File: src/rtl/pc_unit.sv
// pc_unit: registered program counter for the BIP core.
// It advances by STEP or redirects on branch, jump, call or return.
// A small return-address stack serves call/return, and the unit reports halt and stack-error status.
module pc_unit #(
    parameter int unsigned LEN_ADDR    = 11,
    parameter int unsigned STEP        = 1,
    parameter int unsigned STACK_DEPTH = 4,
    parameter int unsigned RESET_ADDR  = 0
) (
    input  logic                clk,
    input  logic                rst_n,
    input  logic                enable,
    input  logic [2:0]          op,
    input  logic [LEN_ADDR-1:0] target,
    input  logic [LEN_ADDR-1:0] offset,
    output logic [LEN_ADDR-1:0] pc,
    output logic                halted,
    output logic                stack_empty,
    output logic                stack_full,
    output logic                stack_err
);

    // Depth counter must represent 0..STACK_DEPTH; the stack index only 0..STACK_DEPTH-1.
    localparam int unsigned DW = $clog2(STACK_DEPTH + 1);
    localparam int unsigned IW = (STACK_DEPTH > 1) ? $clog2(STACK_DEPTH) : 1;

    localparam logic [2:0] OP_SEQ    = 3'b000;
    localparam logic [2:0] OP_BRANCH = 3'b001;
    localparam logic [2:0] OP_JUMP   = 3'b010;
    localparam logic [2:0] OP_CALL   = 3'b011;
    localparam logic [2:0] OP_RET    = 3'b100;
    localparam logic [2:0] OP_HALT   = 3'b101;

    localparam logic [0:0] ST_RUN  = 1'b0;
    localparam logic [0:0] ST_HALT = 1'b1;

    logic [0:0]          state_q, state_d;
    logic [LEN_ADDR-1:0] pc_q, pc_d;
    logic [DW-1:0]       depth_q, depth_d;
    logic                err_q, err_d;
    logic [LEN_ADDR-1:0] stack_q [STACK_DEPTH];

    logic                push_en;
    logic [IW-1:0]       push_idx;
    logic [IW-1:0]       top_idx;
    logic [LEN_ADDR-1:0] seq_pc;
    logic                full_c;
    logic                empty_c;

    assign seq_pc   = pc_q + LEN_ADDR'(STEP);
    assign full_c   = (depth_q == DW'(STACK_DEPTH));
    assign empty_c  = (depth_q == '0);
    assign push_idx = IW'(depth_q);
    assign top_idx  = IW'(depth_q - DW'(1));

    // Next-state decode: one op consumed per enabled cycle while running.
    always_comb begin
        state_d = state_q;
        pc_d    = pc_q;
        depth_d = depth_q;
        err_d   = err_q;
        push_en = 1'b0;
        if ((state_q == ST_RUN) && enable) begin
            case (op)
                OP_BRANCH: pc_d = pc_q + offset;
                OP_JUMP:   pc_d = target;
                OP_CALL: begin
                    if (!full_c) begin
                        push_en = 1'b1;
                        pc_d    = target;
                        depth_d = depth_q + DW'(1);
                    end else begin
                        pc_d  = seq_pc;
                        err_d = 1'b1;
                    end
                end
                OP_RET: begin
                    if (!empty_c) begin
                        pc_d    = stack_q[top_idx];
                        depth_d = depth_q - DW'(1);
                    end else begin
                        pc_d  = seq_pc;
                        err_d = 1'b1;
                    end
                end
                OP_HALT:   state_d = ST_HALT;
                OP_SEQ:    pc_d = seq_pc;
                default:   pc_d = seq_pc;
            endcase
        end
    end

    // Control state, pc, depth and sticky error register.
    always_ff @(posedge clk or negedge rst_n) begin
        if (!rst_n) begin
            state_q <= ST_RUN;
            pc_q    <= LEN_ADDR'(RESET_ADDR);
            depth_q <= '0;
            err_q   <= 1'b0;
        end else begin
            state_q <= state_d;
            pc_q    <= pc_d;
            depth_q <= depth_d;
            err_q   <= err_d;
        end
    end

    // Return-address storage; contents are don't-care after reset, so it has no reset.
    always_ff @(posedge clk) begin
        if (push_en) begin
            stack_q[push_idx] <= seq_pc;
        end
    end

    assign pc          = pc_q;
    assign halted      = (state_q == ST_HALT);
    assign stack_empty = empty_c;
    assign stack_full  = full_c;
    assign stack_err   = err_q;

endmodule

File: config.mk
export PLATFORM = sky130hd
export DESIGN_NAME = pc_unit
export DESIGN_NICKNAME = d
export VERILOG_FILES = /design/src/rtl/pc_unit.sv
export SDC_FILE = /design/constraint.sdc
export NUM_CORES = 1
export LEC_CHECK = 0
export BUFFER_PORTS_ARGS = -buffer_cell sky130_fd_sc_hd__buf_2
export CAP_MARGIN = 20
export CORE_MARGIN = 2
export CORE_UTILIZATION = 50
export DETAILED_ROUTE_END_ITERATION = 10
export PLACE_DENSITY = 0.7
export SLEW_MARGIN = 0
export SYNTH_ARGS = -nofsm -noshare
export SYNTH_HDL_FRONTEND = slang
export SYNTH_SLANG_ARGS = --single-unit
File: constraint.sdc
create_clock -name clk -period 3.4 [get_ports clk]
set_input_delay 0.68 -clock clk [delete_from_list [all_inputs] [get_ports clk]]
set_output_delay 0.68 -clock clk [all_outputs]
set_load 0.02 [all_outputs]
# --- Word-level counts from Yosys, hierarchy flattened ---
# Memory sizes are Yosys's and may differ from the RTL's.
# Cells that the tools add are included.
# W data, S select, Z words.
word_totals:
  reg_bits: 16
  latchBits: 0
  mem_bits_rw: 44
  rom_bits: 0
  out_inout_bits: 15
  elab_cells: 42
  mem_count: 1
op_classes:
  addsub: 4
  n_mul: 0
  div: 0
  n_lt_le_gt_ge: 0
  eq_ne: 10
  shifts: 0
  muxes: 14
  bitwise_logic: 2
  reduce_logical: 7
memory_table:
  columns: ["memory", "depth", "word_bits", "rd", "rd_clocked_by_memory_dff", "wr", "line_no", "source"]
  rows:
  - ["stack_q", 4, 11, 1, 0, 1, "41", "logic [LEN_ADDR-1:0] stack_q [STACK_DEPTH];"]
op_table:
  columns: ["cell", "n"]
  rows:
  - ["$pmux W11 S5", 1]
  - ["$mux W11", 2]
  - ["$add A11 B1 Y11 const B", 1]
  - ["$add A11 B11 Y11", 1]
  - ["$eq A3 B3 Y1 const B", 3]
  - ["$ne A2 B2 Y1 const B", 4]
  - ["$reduce_and A4 Y1", 2]
  - ["$mux W1", 7]
  - ["$eq A3 B2 Y1 const B", 2]
  - ["$mux W3", 2]
  - ["$pmux W3 S2", 1]
  - ["$reduce_and A2 Y1", 2]
  - ["$add A3 B1 Y3 const B", 1]
  - ["$eq A3 B1 Y1 const B", 1]
  - ["$logic_not A3 Y1", 1]
  - ["$sub A3 B1 Y3 const B", 1]
  - ["$not A1 Y1", 2]
  - ["$pmux W1 S2", 1]
  - ["$reduce_bool A2 Y1", 1]
  - ["$logic_and A1 B1 Y1", 1]

# --- Logic depth before layout (Yosys ltp) ---
# Gate-level depths: netlist of the first run.
depth:
  ltp_word: 6
  ltp_mapped: 11
  mapped_depth_nobuf: 9

# --- Worst setup path before layout of the first run ---
# OpenSTA, ideal clock, no wires.
synth_path:
  kind: "register -> register"
  from: "register depth_q[0]"
  to: "register pc_q[9] (netlist: pc[9])"
  setup_ns: 0.126
  arrival_time_ns: 2.255
  setup_slack_ns: 1.019
  stages_incl_launch_ff: 9
  n_path_buf: 2
  period_less_slack_ns: 2.381
  cell_sequence: "dfrtp_1 > buf_6 > inv_1 > ha_1 > clkbuf_1 > mux4_2 > a221oi_2 > nand2_1 > o32a_1"
synth_between:
  elab_chain_len: 4
synth_lines:
  columns: ["item", "line_no", "source"]
  rows:
  - ["start, declared", "39", "logic [DW-1:0] depth_q, depth_d;"]
  - ["start signal, assigned", "103", "depth_q <= depth_d;"]
  - ["$sub A3 B1 Y3", null, null]
  - ["$mem_v2 Z4 W11", null, null]
  - ["$mux W11", "78", "if (!empty_c) begin"]
  - ["$pmux W11 S5 (*)", "64", "case (op)"]
  - ["end signal, assigned", "97", "pc_q <= LEN_ADDR'(RESET_ADDR);"]
  - ["end signal, assigned", "102", "pc_q <= pc_d;"]
  - ["end, declared", "38", "logic [LEN_ADDR-1:0] pc_q, pc_d;"]
# Mark *: on every way between the ends. The rest lies on a longest branch, timed or not.
# A chain may end at the register's enable or synchronous reset.

# --- Final worst setup path of the first run ---
layout_path:
  from: "register depth_q[1]"
  to: "register pc_q[7] (netlist: pc[7])"
# The elaborated chain is that of the path after synthesis.

==> results of run 1 <==
[through the flow]
stage	power, mW	setup slack [ps]	cell area [µm²]	hold WS (ps)	instances
after floorplan	2.00	1020	3380	384	275
after global placement	2.31	806	3650	464	387
after detailed placement	2.34	755	3650	464	387
after CTS	3.05	985	3870	277	403
after global routing	3.22	820	3870	283	403
final	3.04	1010	3870	266	403
[registers in the layout (all words and copies together) (netlist names)]
signal	cells
halted	1
depth_q	3
stack_err	1
stack_q	44
pc	11
[critical path: stages (launching register included)]
cell and delay (ps):
sky130_fd_sc_hd__dfrtp_1 400, sky130_fd_sc_hd__inv_1 100, sky130_fd_sc_hd__ha_1 600, sky130_fd_sc_hd__mux4_2 380, sky130_fd_sc_hd__a221o_1 350, sky130_fd_sc_hd__a211oi_1 220
sky130_fd_sc_hd__mux2_2 190, sky130_fd_sc_hd__nor3_2 40
[cell usage in the layout, fill, tap and decap left out, types with 4 or more instances in the layout]
cell	Yosys	layout
sky130_fd_sc_hd__a211oi_1	7	7
sky130_fd_sc_hd__a21o_1	5	5
sky130_fd_sc_hd__a21oi_1	13	13
sky130_fd_sc_hd__a221oi_1	6	6
sky130_fd_sc_hd__and2_1	4	4
sky130_fd_sc_hd__buf_2	3	42
sky130_fd_sc_hd__clkbuf_8	0	9
sky130_fd_sc_hd__dfrtp_1	16	16
sky130_fd_sc_hd__edfxtp_1	44	44
sky130_fd_sc_hd__ha_1	17	17
sky130_fd_sc_hd__inv_1	14	14
sky130_fd_sc_hd__mux4_1	6	6
sky130_fd_sc_hd__mux4_2	5	5
sky130_fd_sc_hd__nand2_1	15	15
sky130_fd_sc_hd__nand3_1	8	8
sky130_fd_sc_hd__nor2_1	21	21
sky130_fd_sc_hd__nor2b_1	4	4
sky130_fd_sc_hd__o21a_1	6	6
sky130_fd_sc_hd__o21ai_0	17	17
sky130_fd_sc_hd__xnor2_1	6	6
sky130_fd_sc_hd__xor2_1	4	4
[layout make-up]
cell class / instances / area, µm²
Clock buffer: 9 / 124
Clock inverter: 7 / 101
Fill cell: 537 / 2590
Inverter: 14 / 52.6
Multi-Input combinational cell: 192 / 1550
Sequential cell: 60 / 1720
Tap cell: 77 / 96.3
Timing Repair Buffer: 44 / 225
[where the power goes]
| group | leakage [nW] | internal [mW] | switching [mW] | total, mW |
|---|---|---|---|---|
| Sequential | 0.578 | 0.960 | 0.132 | 1.09 |
| Clock | 0.106 | 0.415 | 0.295 | 0.711 |
| Combinational | 0.810 | 0.509 | 0.725 | 1.23 |
[final timing paths]
check                                            start                endpoint  slack, ps  cells after the start
worst max-delay path            depth_q[1]$_DFFE_PN0P_       pc[7]$_DFFE_PN0P_       1010                      7
worst min-delay path                             rst_n       pc[5]$_DFFE_PN0P_        270                      1
worst max register to register  depth_q[1]$_DFFE_PN0P_       pc[7]$_DFFE_PN0P_       1010                      7
worst min register to register      halted$_DFFE_PN0P_      halted$_DFFE_PN0P_        480                      1
max in group asynchronous                        rst_n  depth_q[2]$_DFFE_PN0P_       2830                      1
min in group clk                    halted$_DFFE_PN0P_      halted$_DFFE_PN0P_        480                      1
[layer usage]
metal	up-vias	global-route usage, %	wire, µm
met5	-	0	0
met4	0	9.52	149
met3	11	3.24	202
met2	46	33.8	3520
met1	1156	27.4	3270
li1	1167	-	-
[kinds of logic (layout without fill, tap and decap cells)]
logic type / Yosys count / in the layout / share of synthesized area, %
simple gates: 72 / 72 / 11.0
compound gates: 78 / 78 / 16.3
fa+ha+maj: 18 / 18 / 6.88
flops: 60 / 60 / 50.9
mux: 13 / 13 / 8.62
xor+xnor: 11 / 11 / 3.07
buf+inv: 23 / 74 / 3.22
==> impl.org, run 1 <==
** STA
- The smallest clock period supported by the final layout is computed as 2390 ps.
- Slew Limit Fails :: 0
- Worst-case clock skew :: around 11 ps
- Setup repair after global routing left no endpoint under its margin.
- Setup violations remaining at the end of the flow were counted as 0.
- Worst-Margin Slew :: around 670 ps
- Upper clock frequency limit :: between 400 and 500 MHz
- Measured against its own limit, the worst slew margin works out to 55.3%.
- After layout, the worst path uses a little over two thirds of the clock period.
- Number of hold violations in the final report :: 0
- Aggregate negative setup slack :: 0 ps

** Yosys
- Mean instance size in the synthesized netlist :: ~12 µm²
- Fraction of synthesized cell area taken by the top area cell type :: roughly two fifths
- Count of flip-flops with a built-in enable after synthesis :: 44
- Predominant post-synthesis flop cell :: sky130_fd_sc_hd__edfxtp_1
- Post-Synthesis Cells :: approximately 280
- Cell with the most instances after synthesis :: sky130_fd_sc_hd__edfxtp_1
- After synthesis, the share of flip-flops with an asynchronous set or reset is between 20% and 30%.
- Synth area leaders :: sky130_fd_sc_hd__edfxtp_1, sky130_fd_sc_hd__dfrtp_1, sky130_fd_sc_hd__ha_1
- After synthesis, flip-flops and latches occupy between 50 and 60% of the total area.
- Counting every net in the synthesized netlist gives about 320.
- Top cell type by total area after synthesis :: sky130_fd_sc_hd__edfxtp_1
- Total number of yosys warnings :: 0
- The commonest cells after synthesis are sky130_fd_sc_hd__edfxtp_1, sky130_fd_sc_hd__nor2_1, sky130_fd_sc_hd__ha_1, sky130_fd_sc_hd__o21ai_0, sky130_fd_sc_hd__dfrtp_1.
- Count of state elements after synthesis :: 60
- Post-synthesis cell area :: roughly 3400 µm²
- Count of unique library cells instantiated by Yosys :: 58

** Drt
- The final layout contains routed wiring with a total length of roughly 7.1 mm.
- Router iterations before antenna repair :: 4
- Total via count after detailed routing :: 2380
- Dividing the detail-routed wire length by the instance count gives about 18 µm.
- In the routed layout, each cell is associated on average with a via count of 5.91.
- The detail route stage leaves a number of antenna-violating nets equal to 0.
- Drt drc :: 0
- Iteration-0 DRC Markers :: 149

** Critical path
- STA puts the critical path data required time at approximately 3600 ps.
- Nature of the critical path endpoint :: register
- Along the worst path, the maximum fanout reaches 12.
- STA classifies the critical path startpoint as a register.
- The critical path is of the register to register type.
- Data arrival time of the critical path :: between 2000 and 3000 ps

** Hold path
- In this run the worst hold path is classified as input pin to async pin.

** Run
- MaxCap Viol Count :: 0

** Final layout
- 0 antenna diodes ended up in the layout.
- Of the cells placed in the final design, the portion with a size suffix greater than 1 is a little under a quarter.
- Measured on the finished design, the core utilization comes to between 50 and 60%.
- Relative to the synthesized area, the layout overhead comes to 14.5%.
- In the final design database the tool counted 367 nets.

** Floorplan
- The initial utilization of the core area, before any placement, comes to between 50% and 60%.
- The floorplan step set the die height to between 80 and 90 µm.
- Placement Rows :: 29
- Floorplan die area :: between 7000 and 8000 µm²
- # IOs :: between 40 and 50
- In this run the standard cell core region covers ~6500 µm².
- Floorplan die width :: between 80 and 90 µm

** Clocking
- Resize count post-CTS :: 0
- Total CTS buffers :: 9
- Maximum buffer depth of the clock tree :: 2
- The clock reaches the later pin of the worst-skew pair after between 300 and 400 ps.
- TritonCTS built the clock tree.
- Hold-fix buffer count after cts :: 0
- Clock root buffer :: sky130_fd_sc_hd__clkbuf_8
- Clock slew at reported path FFs :: about 70 ps
- Total number of clock tree sinks :: 60
- Clock H-tree levels :: 3
- Setup repair bufs after CTS :: 0

** Place
- At the end of routability-driven placement, the weighted congestion stood at between 0.8 and 0.9.
- Input/output buffers :: 42
- After legalization and detailed placement, the total HPWL measured ~5.3 mm.

** Global route
- Global-route usage over all layers :: around a fifth
- The number of global-route vias before repair is between 2000 and 2500.
- Number of antenna violations at the first check in global routing :: 0
- Aggregate global routing overflow :: 0
- First-pass GRT wire length :: about 11 mm
- Pin count of the biggest net entering global routing :: 17

** Pwr
- Standby leakage power :: roughly 1.5 nW
- Power spread over the standard cell area amounts to between 700 and 800 nW/µm².
- IR analysis of the VDD net gives a maximum drop of between 0.0003 and 0.0004 V.

** Outcome
- Status :: completed
Note: power is estimated with default switching activity, not from simulation.
==> run 2, diff against run 1 <==
==> constraint.sdc (replaced) <==
create_clock -name clk -period 2.4 [get_ports clk]
set_input_delay 0.48 -clock clk [delete_from_list [all_inputs] [get_ports clk]]
set_output_delay 0.48 -clock clk [all_outputs]
set_load 0.02 [all_outputs]
==> run 2 against run 1 <==
Total power increased by 41%. Worst hold slack got worse by 190 ps. Routed wire length increased by 3.6%. Cell area grew 2.5%. Final cell count grew 4.5%. Largest power group unchanged. Maximum frequency up 6.1%. Flip-flop and latch count did not move. Combinational power is 56% higher. Sequential share of layout area shrank 1.1 points.
==> impl.org, run 2 (synthesis results as in run 1) <==
** STA
- The share of the clock period used by the worst path after layout is 94.0% (+24 points).
- Relative slew margins :: 65.4% (+10 points)
- The final max-slew violation count came to 0 (unchanged).
- The slack of the critical path was 145 ps (-862 ps).
- Upper clock frequency limit :: 443 MHz (+6.1%)
- The total setup violations reported at the end of the flow came to 0 (unchanged).
- Fin crit period :: 2260 ps (-138 ps)
- The final number of hold-violating endpoints came to 0 (unchanged).
- The total negative slack came to 0 ps (unchanged).
- Worst-case clock skew :: 10.8 ps (-0.545 ps)
- Unrepaired setup endpoints after global routing :: false
- The transition time of the tightest slew-check pin was 515 ps (-155 ps).

** Clocking
- The clock latency on the worst-skew pair is 340 ps (about the same).
- Total CTS buffers :: 9 (unchanged)
- The maximum root-to-sink buffer count is 2 (unchanged).
- Clock slew at reported path FFs :: 70 ps (about the same)
- Clock H-tree levels :: 3 (unchanged)
- Clock root buffer :: sky130_fd_sc_hd__clkbuf_8
- Hold-fix buffer count after cts :: 0 (unchanged)
- The buffers inserted during post-CTS setup optimization was 0 (unchanged).
- Total number of clock tree sinks :: 60 (unchanged)
- TritonCTS built the clock tree.

** Final layout
- The summed area of non-filler cells in the final layout was 3970 µm² (+2.5%).
- Highest-count cells in the layout ignoring fill and taps :: sky130_fd_sc_hd__edfxtp_1, sky130_fd_sc_hd__buf_2, sky130_fd_sc_hd__nor2_1
- Number of flip-flops in the largest register :: 44 (unchanged)
- Layout cell share with drive strength beyond 1 :: 26.2% (+3.2 points)
- The number of nets in the layout came to 385 (+4.9%).
- Area growth from synthesis to layout :: 17.4%
- The count of non-filler cells in the finished layout is 421 (+4.5%).
- The number of antenna repair diodes was 0 (unchanged).
- Register with the most flip-flops :: stack_q
- The library cell used most frequently in the layout, excluding fill and tap cells, is sky130_fd_sc_hd__edfxtp_1.

** Critical path
- Startpoint class of the critical path :: register
- Among all stages on the critical path, the largest delay is contributed by sky130_fd_sc_hd__a221oi_1.
- Data arrival time of the critical path :: 2480 ps (-140 ps)
- Critical path peak fanout :: 5 (-7)
- Broken down by cell family, the worst path's largest delay share belongs to compound AO/OA/AOI/OAI gates.
- Critical path type :: register to register
- The worst setup path is captured at a register.
- The worst endpoint required time came to 2620 ps (-1000 ps).
- Cell chain of the critical path :: inv_1 -> ha_1 -> mux4_1 -> a221oi_1 -> o31a_1 -> a21oi_1 -> a2bb2oi_1
- Combined buffer and inverter count along the critical path :: 1 (unchanged)
- The peak per-stage delay on the critical path was 430 ps (-170 ps).

** Drt
- Router iterations before antenna repair :: 4 (unchanged)
- Antenna Violating Nets Remaining :: 0 (unchanged)
- The remaining routing DRC violations was 0 (unchanged).
- Average detailed-routed wire length per instance :: 17.6 µm (-0.87%)
- The mean number of vias per cell is 5.82 (-1.4%).
- The overall via count from detail_route is 2451 (+3.0%).
- The number of DRC violations after detailed-routing iteration 0 came to 185 (+24%).
- The wire length after detailed routing was 7.39 mm (+3.6%).

** Floorplan
- Starting utilization of the core area :: 52.4% (unchanged)
- The row count is 29 (unchanged).
- The die outline height is 86.2 µm (unchanged).
- # IOs :: 43 (unchanged)
- The area of the die is 7440 µm² (unchanged).
- Placeable core region :: 6460 µm² (unchanged)
- The horizontal extent of the die came to 86.2 µm (unchanged).

** Global route
- The total congestion overflow was 0 (unchanged).
- The number of antenna violations at the first check in global routing came to 0 (unchanged).
- The number of global-route vias before repair came to 2401 (+5.7%).
- The pin count of the biggest net entering global routing was 17 (unchanged).
- Global-route usage over all layers :: 21.8% (+1.2 points)
- First-pass GRT wire length :: 12.1 mm (+5.8%)

** Pwr
- The largest vdd supply drop was 0.000440 V (+36%).
- The reported leakage power was 1.57 nW (+5.0%).
- The power density of the placed cells is 1080 nW/µm² (+37%).

** Hold path
- Type of the worst min-delay path :: input pin to async pin

** Run
- The number of maximum-capacitance violations is 0 (unchanged).

** Place
- The setup slack at placement was 4.08 ps (-751 ps).
- The area after detailed placement came to 3780 µm² (+3.7%).
- Post-placement cell count :: 405 (+4.7%)
- The final weighted congestion in routability-driven placement is 0.859 (+2.5%).
- Post-detail-place hpwl :: 5.48 mm (+3.7%)
- Input/output buffers :: 42 (unchanged)

** Outcome
- Status :: completed
run 2: final cells by class:
type,instances,area [µm²]
Tap cell,77,96.3
Sequential cell,60,1720
Multi-Input combinational cell,192,1550
Timing Repair Buffer,62,360
Clock inverter,5,55.1
Inverter,14,52.6
Fill cell,526,2490
Clock buffer,11,131
run 2: worst paths after layout:
path                       cells past startpoint  slack, ps                    from                     to
max                                            7        140  depth_q[1]$_DFFE_PN0P_      pc[3]$_DFFE_PN0P_
min                                            1         80                   rst_n      pc[1]$_DFFE_PN0P_
max reg2reg                                    7        140  depth_q[1]$_DFFE_PN0P_      pc[3]$_DFFE_PN0P_
min reg2reg                                    1        490   stack_err$_DFFE_PN0P_  stack_err$_DFFE_PN0P_
max in group asynchronous                      1       2000                   rst_n      pc[7]$_DFFE_PN0P_
min in group clk                               2        400                  enable     halted$_DFFE_PN0P_
run 2: report_power, final:
part / internal [mW] / switching [mW] / leakage [nW] / total [mW]
clock: 0.476 / 0.390 / 0.0909 / 0.867
combinational: 0.808 / 1.11 / 0.900 / 1.92
sequential: 1.36 / 0.130 / 0.578 / 1.49
total: 2.64 / 1.63 / 1.57 / 4.27
run 2: timing repair:
item,CTS,global route
endpoints found under the hold margin,0,0
endpoints found under the setup margin,0,2
gates resized for setup,0,1
run 2: routing by layer:
| metal | track usage, % | vias to the layer above | share of wire (%) |
|---|---|---|---|
| li1 | - | 1195 | - |
| met1 | 28.8 | 1187 | 45 |
| met2 | 35.9 | 59 | 49 |
| met3 | 4.86 | 10 | 4.3 |
| met4 | 7.95 | 0 | 1.4 |
| met5 | 0 | - | 0 |
run 2: metrics by stage:
stage | hold slack [ps] | total power, mW | util, %
finish | 78.9 | 4.27 | 61.4
detailed placement | 453 | 3.42 | 58.6
global placement | 455 | 3.37 | 58.6
floorplan | 184 | 2.84 | -
global route | 96.0 | 4.55 | 61.4
CTS | 85.5 | 4.29 | 61.4
run 2: worst reg2reg max path, cell delays in order, from the launching register on:
cell	delay, ps
sky130_fd_sc_hd__dfrtp_1	400
sky130_fd_sc_hd__inv_1	90
sky130_fd_sc_hd__ha_1	410
sky130_fd_sc_hd__mux4_1	350
sky130_fd_sc_hd__a221oi_1	430
sky130_fd_sc_hd__o31a_1	240
sky130_fd_sc_hd__a21oi_1	80
sky130_fd_sc_hd__a2bb2oi_1	150
